--- config.mk ---
export PLATFORM = sky130hd
export DESIGN_NAME = vga_rect_plotter
export DESIGN_NICKNAME = d
export VERILOG_FILES = /design/src/rtl/vga_rect_plotter_pkg.sv /design/src/rtl/vga_rect_counter.sv /design/src/rtl/vga_rect_plotter.sv
export SDC_FILE = /design/constraint.sdc
export NUM_CORES = 1
export LEC_CHECK = 0
export BUFFER_PORTS_ARGS = -buffer_cell sky130_fd_sc_hd__buf_4
export CORE_UTILIZATION = 40
export DETAILED_ROUTE_END_ITERATION = 10
export GPL_TIMING_DRIVEN = 0
export PLACE_DENSITY = 0.6
export SYNTH_ARGS = -nofsm -noshare
export SYNTH_HDL_FRONTEND = slang
export SYNTH_SLANG_ARGS = --single-unit
--- constraint.sdc ---
create_clock -name clk -period 3.6 [get_ports clk]
set_input_delay 0.54 -clock clk [delete_from_list [all_inputs] [get_ports clk]]
set_output_delay 0.54 -clock clk [all_outputs]
set_load 0.02 [all_outputs]
--- src/rtl/vga_rect_plotter_pkg.sv ---
// Shared definitions for the rectangle plotter: FSM encoding and default screen geometry.
package vga_rect_plotter_pkg;

   typedef enum logic [1:0] {
      StIdle = 2'd0,
      StDraw = 2'd1,
      StDone = 2'd2
   } state_e;

   localparam int unsigned DefaultScreenW = 160;
   localparam int unsigned DefaultScreenH = 120;

endpackage

--- src/rtl/vga_rect_counter.sv ---
// Row-major 2-D pixel counter: cx runs 0..w-1, then wraps while cy steps 0..h-1.
module vga_rect_counter #(
   parameter int unsigned DW = 8
) (
   input  logic          clk_i,
   input  logic          rst_ni,
   input  logic          clear_i,
   input  logic          advance_i,
   input  logic [DW-1:0] w_i,
   input  logic [DW-1:0] h_i,
   output logic [DW-1:0] cx_o,
   output logic [DW-1:0] cy_o,
   output logic          last_x_o,
   output logic          last_o
);

   logic [DW-1:0] cx_q, cx_d, cy_q, cy_d;
   logic          last_x, last_y;

   assign last_x = (cx_q == w_i - DW'(1));
   assign last_y = (cy_q == h_i - DW'(1));

   always_comb begin
      cx_d = cx_q;
      cy_d = cy_q;
      if (clear_i) begin
         cx_d = '0;
         cy_d = '0;
      end else if (advance_i) begin
         if (last_x) begin
            cx_d = '0;
            // Wrap cy on the final pixel so it never exceeds h-1.
            cy_d = last_y ? '0 : cy_q + DW'(1);
         end else begin
            cx_d = cx_q + DW'(1);
         end
      end
   end

   always_ff @(posedge clk_i or negedge rst_ni) begin
      if (!rst_ni) begin
         cx_q <= '0;
         cy_q <= '0;
      end else begin
         cx_q <= cx_d;
         cy_q <= cy_d;
      end
   end

   assign cx_o     = cx_q;
   assign cy_o     = cy_q;
   assign last_x_o = last_x;
   assign last_o   = last_x & last_y;

endmodule

--- src/rtl/vga_rect_plotter.sv ---
// Fills a rectangle one pixel per accepted plot, clipping off-screen pixels without stalling.
module vga_rect_plotter
   import vga_rect_plotter_pkg::*;
#(
   parameter int unsigned     CW           = 9,
   parameter int unsigned     DW           = 8,
   parameter int unsigned     COLW         = 6,
   parameter int unsigned     SCREEN_W     = DefaultScreenW,
   parameter int unsigned     SCREEN_H     = DefaultScreenH,
   parameter logic [COLW-1:0] CLEAR_COLOUR = '0
) (
   input  logic            clk,
   input  logic            resetn,
   input  logic            start,
   input  logic            clear,
   input  logic [CW-1:0]   x_in,
   input  logic [CW-1:0]   y_in,
   input  logic [DW-1:0]   w_in,
   input  logic [DW-1:0]   h_in,
   input  logic [COLW-1:0] colour_in,
   input  logic            plot_ack,
   output logic [CW-1:0]   x,
   output logic [CW-1:0]   y,
   output logic [COLW-1:0] colour,
   output logic            plot,
   output logic            ready,
   output logic            done
);

   state_e          state_q, state_d;
   logic [CW-1:0]   x0_q, y0_q, x_hold_q, y_hold_q;
   logic [DW-1:0]   w_q, h_q, cx, cy;
   logic [COLW-1:0] col_q, col_hold_q;
   logic [CW:0]     sum_x, sum_y;
   logic            accept, cnt_clear, advance, last, last_x, onscreen;

   vga_rect_counter #(
      .DW (DW)
   ) u_counter (
      .clk_i     (clk),
      .rst_ni    (resetn),
      .clear_i   (cnt_clear),
      .advance_i (advance),
      .w_i       (w_q),
      .h_i       (h_q),
      .cx_o      (cx),
      .cy_o      (cy),
      .last_x_o  (last_x),
      .last_o    (last)
   );

   // Extra MSB catches coordinate overflow past 2^CW.
   assign sum_x    = {1'b0, x0_q} + (CW+1)'(cx);
   assign sum_y    = {1'b0, y0_q} + (CW+1)'(cy);
   assign onscreen = !sum_x[CW] && !sum_y[CW] &&
                     (sum_x < (CW+1)'(SCREEN_W)) && (sum_y < (CW+1)'(SCREEN_H));

   always_comb begin
      state_d   = state_q;
      accept    = 1'b0;
      cnt_clear = 1'b0;
      advance   = 1'b0;
      unique case (state_q)
         StIdle: begin
            if (start) begin
               accept    = 1'b1;
               cnt_clear = 1'b1;
               state_d   = (w_in == '0 || h_in == '0) ? StDone : StDraw;
            end
         end
         StDraw: begin
            // Off-screen pixels are skipped at one per cycle; on-screen ones wait for ack.
            advance = !onscreen || plot_ack;
            if (advance && last) state_d = StDone;
         end
         StDone:  state_d = StIdle;
         default: state_d = StIdle;
      endcase
   end

   always_ff @(posedge clk or negedge resetn) begin
      if (!resetn) begin
         state_q    <= StIdle;
         x0_q       <= '0;
         y0_q       <= '0;
         w_q        <= '0;
         h_q        <= '0;
         col_q      <= '0;
         x_hold_q   <= '0;
         y_hold_q   <= '0;
         col_hold_q <= '0;
      end else begin
         state_q <= state_d;
         if (accept) begin
            x0_q  <= x_in;
            y0_q  <= y_in;
            w_q   <= w_in;
            h_q   <= h_in;
            col_q <= clear ? CLEAR_COLOUR : colour_in;
         end
         if (state_q == StDraw) begin
            x_hold_q   <= sum_x[CW-1:0];
            y_hold_q   <= sum_y[CW-1:0];
            col_hold_q <= col_q;
         end
      end
   end

   assign x      = (state_q == StDraw) ? sum_x[CW-1:0] : x_hold_q;
   assign y      = (state_q == StDraw) ? sum_y[CW-1:0] : y_hold_q;
   assign colour = (state_q == StDraw) ? col_q : col_hold_q;
   assign plot   = (state_q == StDraw) && onscreen;
   assign ready  = (state_q == StIdle);
   assign done   = (state_q == StDone);

   logic unused_last_x;
   assign unused_last_x = last_x;

endmodule

==> results of run 1 <==
## report_power, final
group	leakage, nW	total (mW)	switching, mW	internal, mW
clock network	0.149	0.923	0.369	0.554
logic	1.65	2.68	1.54	1.14
registers	1.03	1.63	0.316	1.32
total	2.83	5.24	2.23	3.01
## repair_timing
item                       in CTS  in global routing
setup endpoints to repair      18                  4
setup buffers                   5                  0
gates resized for setup        10                  6
pin swaps                       4                  0
## logic make-up (layout without fill, tap and decap cells)
family                   after synthesis  after routing
multiplexers                           2              2
flip-flops                            82             82
AND/OR/NAND/NOR                      277            277
AO/OA/AOI/OAI                         95             95
XOR/XNOR                              33             33
adder cells (fa/ha/maj)               22             22
buffers and inverters                 37            127
## critical path, delay by kind of cell, from the launching register on
family	cells	cell delay, ns
compound gates	4	0.67
buf+inv	1	0.19
simple gates	2	0.75
fa+ha+maj	2	0.58
flops	1	0.43
## layout by cell type, fill, tap and decap left out, types with 5 or more instances in the layout
cell,count
a21oi_1,17
a31o_2,5
and2_1,5
and3_1,10
buf_4,76
clkbuf_1,17
clkbuf_16,9
dfrtp_1,80
ha_1,19
inv_1,15
nand2_1,181
nand2b_1,10
nand3_1,14
nor2_1,18
nor3_1,6
nor4_1,6
o21ai_0,29
o31ai_1,5
xnor2_1,20
xor2_1,13
## state kept, by name, indices dropped and copies added (netlist names)
signal and count:
state_q 2, u_counter.cy_o 8, h_q 8, w_q 8, x0_q 9, col_q 6, u_counter.cx_o 8, y0_q 9
col_hold_q 6, x_hold_q 9, y_hold_q 9
## path summary, 6_finish.rpt
path	from	end	slack, ns	depth (start not counted)
max	u_counter.cx_o[0]$_DFFE_PN0P_	plot	0.11	9
min	resetn	col_hold_q[3]$_DFF_PN0_	0.38	1
max reg2reg	u_counter.cx_o[0]$_DFFE_PN0P_	u_counter.cy_o[2]$_DFFE_PN0P_	0.15	10
min reg2reg	x_hold_q[0]$_DFF_PN0_	x_hold_q[0]$_DFF_PN0_	0.47	2
max in group asynchronous	resetn	u_counter.cy_o[0]$_DFFE_PN0P_	2.49	1
min in group clk	x_in[1]	x0_q[1]$_DFFE_PN0P_	0.39	3
## final cells by class
| cell class | instances | area, µm² |
|---|---|---|
| plain buffers | 20 | 83.83 |
| clock buffers | 11 | 242.7 |
| clock inverters | 5 | 53.80 |
| fillers | 1108 | 5657 |
| inverters | 15 | 56.30 |
| multi-input cells | 429 | 2521 |
| flip-flops and latches | 82 | 2054 |
| well taps | 143 | 178.9 |
| repair buffers | 76 | 570.5 |
## metal layers
| metal | global-route usage [%] | wire length (µm) | vias to the layer above |
|---|---|---|---|
| li1 | - | - | 2065 |
| met1 | 27.85 | 5619 | 1967 |
| met2 | 32.23 | 5279 | 73 |
| met3 | 3.116 | 485 | 15 |
| met4 | 8.190 | 172 | 0 |
| met5 | 0 | 0 | - |
## stage by stage
step	util, %	worst slack, ns	hold slack (ns)
floorplan	-	0.1355	0.2444
CTS	50.34	0.05655	0.3809
global route	50.46	0.0004527	0.3934
global placement	47.12	-0.2794	0.4572
finish	50.46	0.1054	0.3842
detailed placement	47.12	-0.3291	0.4606
==> flow_summary.ini, run 1 <==
[floorplan]
num_rows = 39
core_area_um2 = 11420
die_area_um2 = 12110
start_util_pct = 40.88
die_x_um = 110.0
io_pins = 72
die_y_um = 110.0

[flow_run]
cap_violations = 0

[synthesis]
synthMuxAreaShare_pct = 0.4288
synth_flop_cell = dfrtp_1
synth_top_family_by_area = simple AND/OR/NAND/NOR gates
yosysSeqAreaShare_pct = 43.96
synth.area.top_cells = dfrtp_1, nand2_1, ha_1, xnor2_1, o21ai_0
synthAdderAreaFrac_pct = 6.218
synth_common_cells = nand2_1, dfrtp_1, o21ai_0, ha_1, xnor2_1
avgSynthCellArea_um2 = 8.519
yosys_warnings = 0
yosys.area_share.simple_pct = 26.86
synth_compound_area_share_pct = 13.19
async_flop_share_pct = 100.0
synth-xor-area-share_pct = 6.191
synth.most_common_cell = nand2_1
synth_area_um2 = 4668
syn_inst = 548
syn-num-nets = 615
ys_ff_latch = 82
ys_types = 53
synth-edff-count = 0
yosys.area.top_type = dfrtp_1
yosysTopAreaCellShare_pct = 43.96

[hold_path]
min_path_type = input pin to async pin

[cts]
cts.sinks = 82
cts_hold_buf = 0
clock_path_buffers = 2
clock_latency_ns = 0.34
cts.root.buffer_cell = clkbuf_16
htree_levels = 3
clk_pin_slew_worst_paths_ns = 0.06
cts_tree = built
cts_buffers = 9

[drt]
via_per_inst = 5.275
drcViolationCount = 0
dr.pass1.iters = 4
drtIter0Drc = 227
ant_nets = 0
wl_per_cell_um = 14.80
wirelength_um = 11560
vias = 4120

[critical_path]
worstPathArrival_ns = 2.95
worstPathRequired_ns = 3.06
crit_type = flip-flop to output port
critPathLaunchType = flip-flop
cp_max_fo = 4
crit_path_end_kind = output port
path_cells = ha_4 -> fa_2 -> a211oi_2 -> o21bai_2 -> or4b_1 -> a21oi_1 -> a2111oi_2 -> nor4b_4 -> buf_4
crit_slowest_cell = or4b_1
cpPeakStageDelay_ns = 0.48

[layout]
final_cell_area_um2 = 5762
fin_nets = 700
antenna_cells = 0
synthToLayoutAreaGrowth_pct = 23.43
drive_above_1_share_pct = 18.03
instances_no_fill = 781

[placement]
dp_cells = 762
dp_hpwl_um = 8643
io_buffers = 71
gp_congestion = 0.8408
post_dp_cell_area_um2 = 5380

[timing]
max_freq_ghz = 0.2862
timing.final.crit_share_pct = 97.07
relSlewSlack_pct = 30.60
rsz0062_at_grt = false
setup_violations = 0
hold_viol_final = 0
min_period_ns = 3.495
tightestPinTransition_ns = 1.041
final.setup.tns_ns = 0
finalClockSkew_ns = 0.009669
slew_violations = 0

[global_routing]
first_global_vias = 3778
grt_antenna_before_repair = 0
grt-ovfl-total = 0
grt_max_degree = 83
grt_pass1_wl_um = 18570
grt_usage_pct = 20.35

[power_and_ir_drop]
leakage_nw = 2.827
ir_drop_mv = 0.6377
total_power_mw = 5.239
p_per_area_nw_per_um2 = 909.3

[outcome]
status = complete, no violations
Power figures use the tool's default switching activity.
==> run 2, diff against run 1 <==
==> constraint.sdc (replaced) <==
create_clock -name clk -period 3.6 [get_ports clk]
set_input_delay 0.18 -clock clk [delete_from_list [all_inputs] [get_ports clk]]
set_output_delay 0.18 -clock clk [all_outputs]
set_load 0.02 [all_outputs]
==> run 2 against run 1 <==
  * Fmax grew 2.0%
  * Critical path depth grew 2
  * Routed wire length shrank 0.21%
  * Sequential power is essentially flat
  * Clock-buffer cell count is the same
  * Cell count shrank 0.13%
  * Largest power group unchanged
==> flow_summary.ini, run 2 (synthesis gave the netlist of run 1 again) <==
[outcome]
status = complete, no violations

[global_routing]
grt.busiest_layer = met2
grt_pass1_wl_um = 18530
grt_max_degree = 83
use_met2_pct = 32.01
grt_antenna_before_repair = 0
use_met3_pct = 3.116
grt_usage_pct = 20.28
grt-ovfl-total = 0
use_met1_pct = 27.81
first_global_vias = 3768

[layout]
fin_nets = 699
fillers = 1113
drive_above_1_share_pct = 17.11
multi_input_area_um2 = 2484
final_cell_mix = nand2_1, dfrtp_1, buf_4
layout_commonest_cell = nand2_1
seq_area_um2 = 2053
antenna_cells = 0
synthToLayoutAreaGrowth_pct = 22.43
final_cell_area_um2 = 5715
instances_no_fill = 780

[timing]
rsz0062_at_grt = false
max_freq_ghz = 0.2920
relSlewSlack_pct = 30.64
tightestPinTransition_ns = 1.040
slew_violations = 0
timing.final.crit_share_pct = 95.14
min_period_ns = 3.425
hold_viol_final = 0
setup_violations = 0
finalClockSkew_ns = 0.008447

[critical_path]
crit_type = flip-flop to flip-flop
cp_max_fo = 10
critPathLaunchType = flip-flop
worstPathRequired_ns = 3.85
crit_path_end_kind = flip-flop
worstPathArrival_ns = 3.67

[power_and_ir_drop]
leakage_nw = 2.811
total_power_mw = 5.157
ir_drop_mv = 0.6176
p_per_area_nw_per_um2 = 902.3

[floorplan]
start_util_pct = 40.88
num_rows = 39
die_y_um = 110.0
die_area_um2 = 12110
die_x_um = 110.0
core_area_um2 = 11420
io_pins = 72

[drt]
via_per_inst = 5.273
wirelength_um = 11530
vias = 4113
drtIter0Drc = 236
wl_per_cell_um = 14.79
ant_nets = 0
dr.pass1.iters = 4
drcViolationCount = 0

[cts]
clk_pin_slew_worst_paths_ns = 0.06
cts_buffers = 9
cts_tree = built
cts.root.buffer_cell = clkbuf_16
cts_hold_buf = 0
clock_path_buffers = 2
cts.sinks = 82
htree_levels = 3
clock_latency_ns = 0.34

[flow_run]
cap_violations = 0

[placement]
dp_hpwl_um = 8643
gp_congestion = 0.8408
dp_cells = 762
io_buffers = 71
post_dp_cell_area_um2 = 5380

[hold_path]
min_path_type = input pin to async pin
## run 2: cell types whose count changed in the layout (fill, tap and decap cells not counted), sizes merged
cell	before	now
buf	80	79
## run 2: repair_timing
| item | in CTS | in global routing |
|---|---|---|
| setup buffers | 2 | 1 |
| endpoints found under the setup margin | 18 | 12 |
| pin swaps | 1 | 2 |
| gates resized for setup | 5 | 3 |
## run 2: final timing paths
| check | startpoint | to | slack, ns | cells after the start |
|---|---|---|---|---|
| min in group clk | x_in[1] | x0_q[1]$_DFFE_PN0P_ | 0.02 | 3 |
| max | u_counter.cx_o[0]$_DFFE_PN0P_ | state_q[0]$_DFFE_PN0P_ | 0.17 | 11 |
| max in group asynchronous | resetn | u_counter.cx_o[0]$_DFFE_PN0P_ | 2.86 | 1 |
| min reg2reg | x_hold_q[0]$_DFF_PN0_ | x_hold_q[0]$_DFF_PN0_ | 0.47 | 2 |
| min | resetn | col_q[4]$_DFFE_PN0P_ | 0.02 | 1 |
| max reg2reg | u_counter.cx_o[0]$_DFFE_PN0P_ | state_q[0]$_DFFE_PN0P_ | 0.17 | 11 |
## run 2: power breakdown
part / total [mW] / internal [mW] / switching (mW) / leakage, nW
logic: 2.61 / 1.09 / 1.51 / 1.63
clock network: 0.922 / 0.554 / 0.369 / 0.149
registers: 1.63 / 1.32 / 0.310 / 1.03
## run 2: routing by layer
layer / part of all wire (%) / routed length [µm]
met2: 46 / 5260
met3: 5.1 / 593
met5: 0 / 0
met4: 1.5 / 170
met1: 48 / 5509
## run 2: worst max-delay path, stage by stage (launching register included)
cell,delay (ns)
dfrtp_2,0.41
ha_1,0.22
fa_2,0.39
a211oi_2,0.29
o21bai_2,0.13
or4b_1,0.48
a21oi_1,0.15
a2111oi_0,0.09
or4b_4,0.62
buf_4,0.21
nor3b_1,0.14
o22ai_1,0.19
## run 2: per-stage QoR
step	TNS (ns)	worst slack (ns)	utilization [%]	hold WS [ns]
after floorplan	0	0.1955	-	-0.1156
after global placement	-2.907	-0.2794	47.12	0.3707
after detailed placement	-3.369	-0.3291	47.12	0.3747
after CTS	0	0.02346	49.93	0.02091
after global routing	0	0.02989	50.05	0.03338
final	0	0.1750	50.05	0.02213
## run 2: final cells by class
cell class	count	share of cell area, %
multi-input combinational	429	43.45
sequential	82	35.92
timing repair buffer	74	9.720
clock buffer	11	4.247
tap	143	3.130
buffer	21	1.598
inverter	15	0.9851
clock inverter	5	0.9413
==> run 3, diff against run 2 <==
--- a/config.mk
+++ b/config.mk
@@ -6,10 +6,10 @@
 export NUM_CORES = 1
 export LEC_CHECK = 0
 export BUFFER_PORTS_ARGS = -buffer_cell sky130_fd_sc_hd__buf_4
+export CORE_MARGIN = 8
 export CORE_UTILIZATION = 40
 export DETAILED_ROUTE_END_ITERATION = 10
 export GPL_TIMING_DRIVEN = 0
-export PLACE_DENSITY = 0.6
 export SYNTH_ARGS = -nofsm -noshare
 export SYNTH_HDL_FRONTEND = slang
 export SYNTH_SLANG_ARGS = --single-unit
==> run 3 against run 2 <==
  * Combinational power hardly changed
  * Power is 2.2% higher
  * Hold slack better by 0.0026 ns
  * Non-clock buffer count is 1 lower
  * Sequential power hardly changed
  * Final area is 0.59% higher
  * Worst setup slack better by 0.016 ns
  * Cell count is 0.13% lower
  * Clock-buffer cell count stayed put
  * Critical path depth stayed put
  * Critical path type unchanged
  * Largest power group unchanged
==> flow_summary.ini, run 3 (synthesis gave the netlist of run 1 again) <==
[layout]
post-route-util_pct = 50.35
synthToLayoutAreaGrowth_pct = 23.16
layout_commonest_cell = nand2_1
antenna_cells = 0
fin_nets = 698
final_cell_area_um2 = 5749
drive_above_1_share_pct = 17.14
final_cell_mix = nand2_1, dfrtp_1, buf_4

[power_and_ir_drop]
p_per_area_nw_per_um2 = 916.8
ir_drop_mv = 0.4853
leakage_nw = 2.819

[placement]
io_buffers = 71
post_dp_cell_area_um2 = 5380
gp_congestion = 0.8548
dp_hpwl_um = 9121

[cts]
cts_buffers = 9
cts.root.buffer_cell = clkbuf_16
cts_tree = built
cts_hold_buf = 0
clock_path_buffers = 2
clk_pin_slew_worst_paths_ns = 0.07
clock_latency_ns = 0.34
cts.sinks = 82
htree_levels = 3

[flow_run]
cap_violations = 0

[critical_path]
crit_type = flip-flop to flip-flop
worstPathRequired_ns = 3.84
cp_max_fo = 10
r2r_slack_ns = 0.19
cp-endpoint = state_q[0]$_DFFE_PN0P_
crit_path_end_kind = flip-flop
crit_start = u_counter.cx_o[0]$_DFFE_PN0P_
worstPathArrival_ns = 3.65
r2r_start = u_counter.cx_o[0]$_DFFE_PN0P_
r2r_cells = 11
r2r_end = state_q[0]$_DFFE_PN0P_
critPathLaunchType = flip-flop

[global_routing]
grt-ovfl-total = 0
grt_antenna_before_repair = 0
first_global_vias = 4051
grt_max_degree = 83
grt_usage_pct = 16.28
grt_pass1_wl_um = 19790

[drt]
via_per_inst = 5.218
dr.pass1.iters = 5
vias = 4065
wirelength_um = 12080
ant_nets = 0
drcViolationCount = 0
wl_per_cell_um = 15.51
drtIter0Drc = 292

[timing]
setup_violations = 0
tightestPinTransition_ns = 1.042
slew_violations = 0
hold_viol_final = 0
max_freq_ghz = 0.2933
min_period_ns = 3.409
rsz0062_at_grt = false
finalClockSkew_ns = 0.008266
timing.final.crit_share_pct = 94.70
relSlewSlack_pct = 30.53

[floorplan]
start_util_pct = 40.88
num_rows = 39
core_area_um2 = 11420
die_x_um = 124.0
die_area_um2 = 15380
die_y_um = 124.0
io_pins = 72

[outcome]
status = complete, no violations

[hold_path]
min_path_type = input pin to flip-flop
==> run 3: cell types whose count changed in the layout (fill, tap and decap cells not counted) <==
| cell | before | now |
|---|---|---|
| clkinv_2 | 3 | 0 |
| buf_4 | 75 | 73 |
| bufinv_16 | 1 | 2 |
| clkbuf_1 | 17 | 16 |
| clkbuf_4 | 0 | 1 |
| clkbuf_8 | 1 | 2 |
| clkinvlp_4 | 0 | 1 |
| inv_6 | 0 | 1 |
==> run 3: how the worst min path moves through the flow <==
stage / start / to / slack (ns) / cells past startpoint
6_report: x_in[0] / x0_q[0]$_DFFE_PN0P_ / 0.02 / 3
4_1_cts: x_in[0] / x0_q[0]$_DFFE_PN0P_ / 0.02 / 3
5_1_grt: y_in[8] / y0_q[8]$_DFFE_PN0P_ / 0.03 / 3
3_5_place_dp: y_in[7] / y0_q[7]$_DFFE_PN0P_ / 0.37 / 3
2_1_floorplan: resetn / col_hold_q[0]$_DFF_PN0_ / -0.12 / 0
3_3_place_gp: x_in[1] / x0_q[1]$_DFFE_PN0P_ / 0.37 / 3
==> run 3: cell type report <==
class	instances	area, µm²
fillers	1102	5669
clock buffers	11	252.7
clock inverters	5	85.08
repair buffers	73	548.0
multi-input cells	429	2484
well taps	143	178.9
flip-flops and latches	82	2053
inverters	15	56.30
plain buffers	21	91.34
==> run 3: stage by stage <==
stage	hold slack, ns	total power, mW	setup WS, ns	TNS [ns]	std cells
floorplan	-0.1156	3.333	0.1955	0	548
global placement	0.3709	4.171	-0.2676	-2.612	762
detailed placement	0.3742	4.235	-0.2757	-3.169	762
CTS	0.01913	5.323	0.06087	0	779
global route	0.03086	5.676	0.001062	0	779
finish	0.02475	5.271	0.1908	0	779
==> run 3: worst max-delay path, stage by stage, from the launching register on <==
cell and delay, ns:
dfrtp_2 0.46, ha_1 0.24, fa_2 0.39, a211oi_2 0.24
o21bai_2 0.13, or4b_1 0.47, a21oi_1 0.15, a2111oi_0 0.09
or4b_4 0.61, clkbuf_4 0.22, nor3b_1 0.15, o22ai_1 0.17
==> run 3: power breakdown <==
group          switching (mW)  total, mW  internal [mW]  leakage (nW)
logic                    1.51       2.60           1.08          1.62
clock network           0.386       1.04          0.649         0.162
registers               0.321       1.64           1.32          1.03
==> run 3: what timing repair did <==
action                     CTS  global route
resized for setup            4             3
pin swaps                    2             1
setup endpoints to repair   17            19
buffers inserted             2             0
==> run 3: layer usage <==
metal  global-route usage (%)  vias up  share of wire [%]
li1                         -     2044                  -
met1                    21.37     1926                 46
met2                    26.66       88                 47
met3                    3.626        7                6.1
met4                    4.238        0               0.65
met5                        0        -                  0
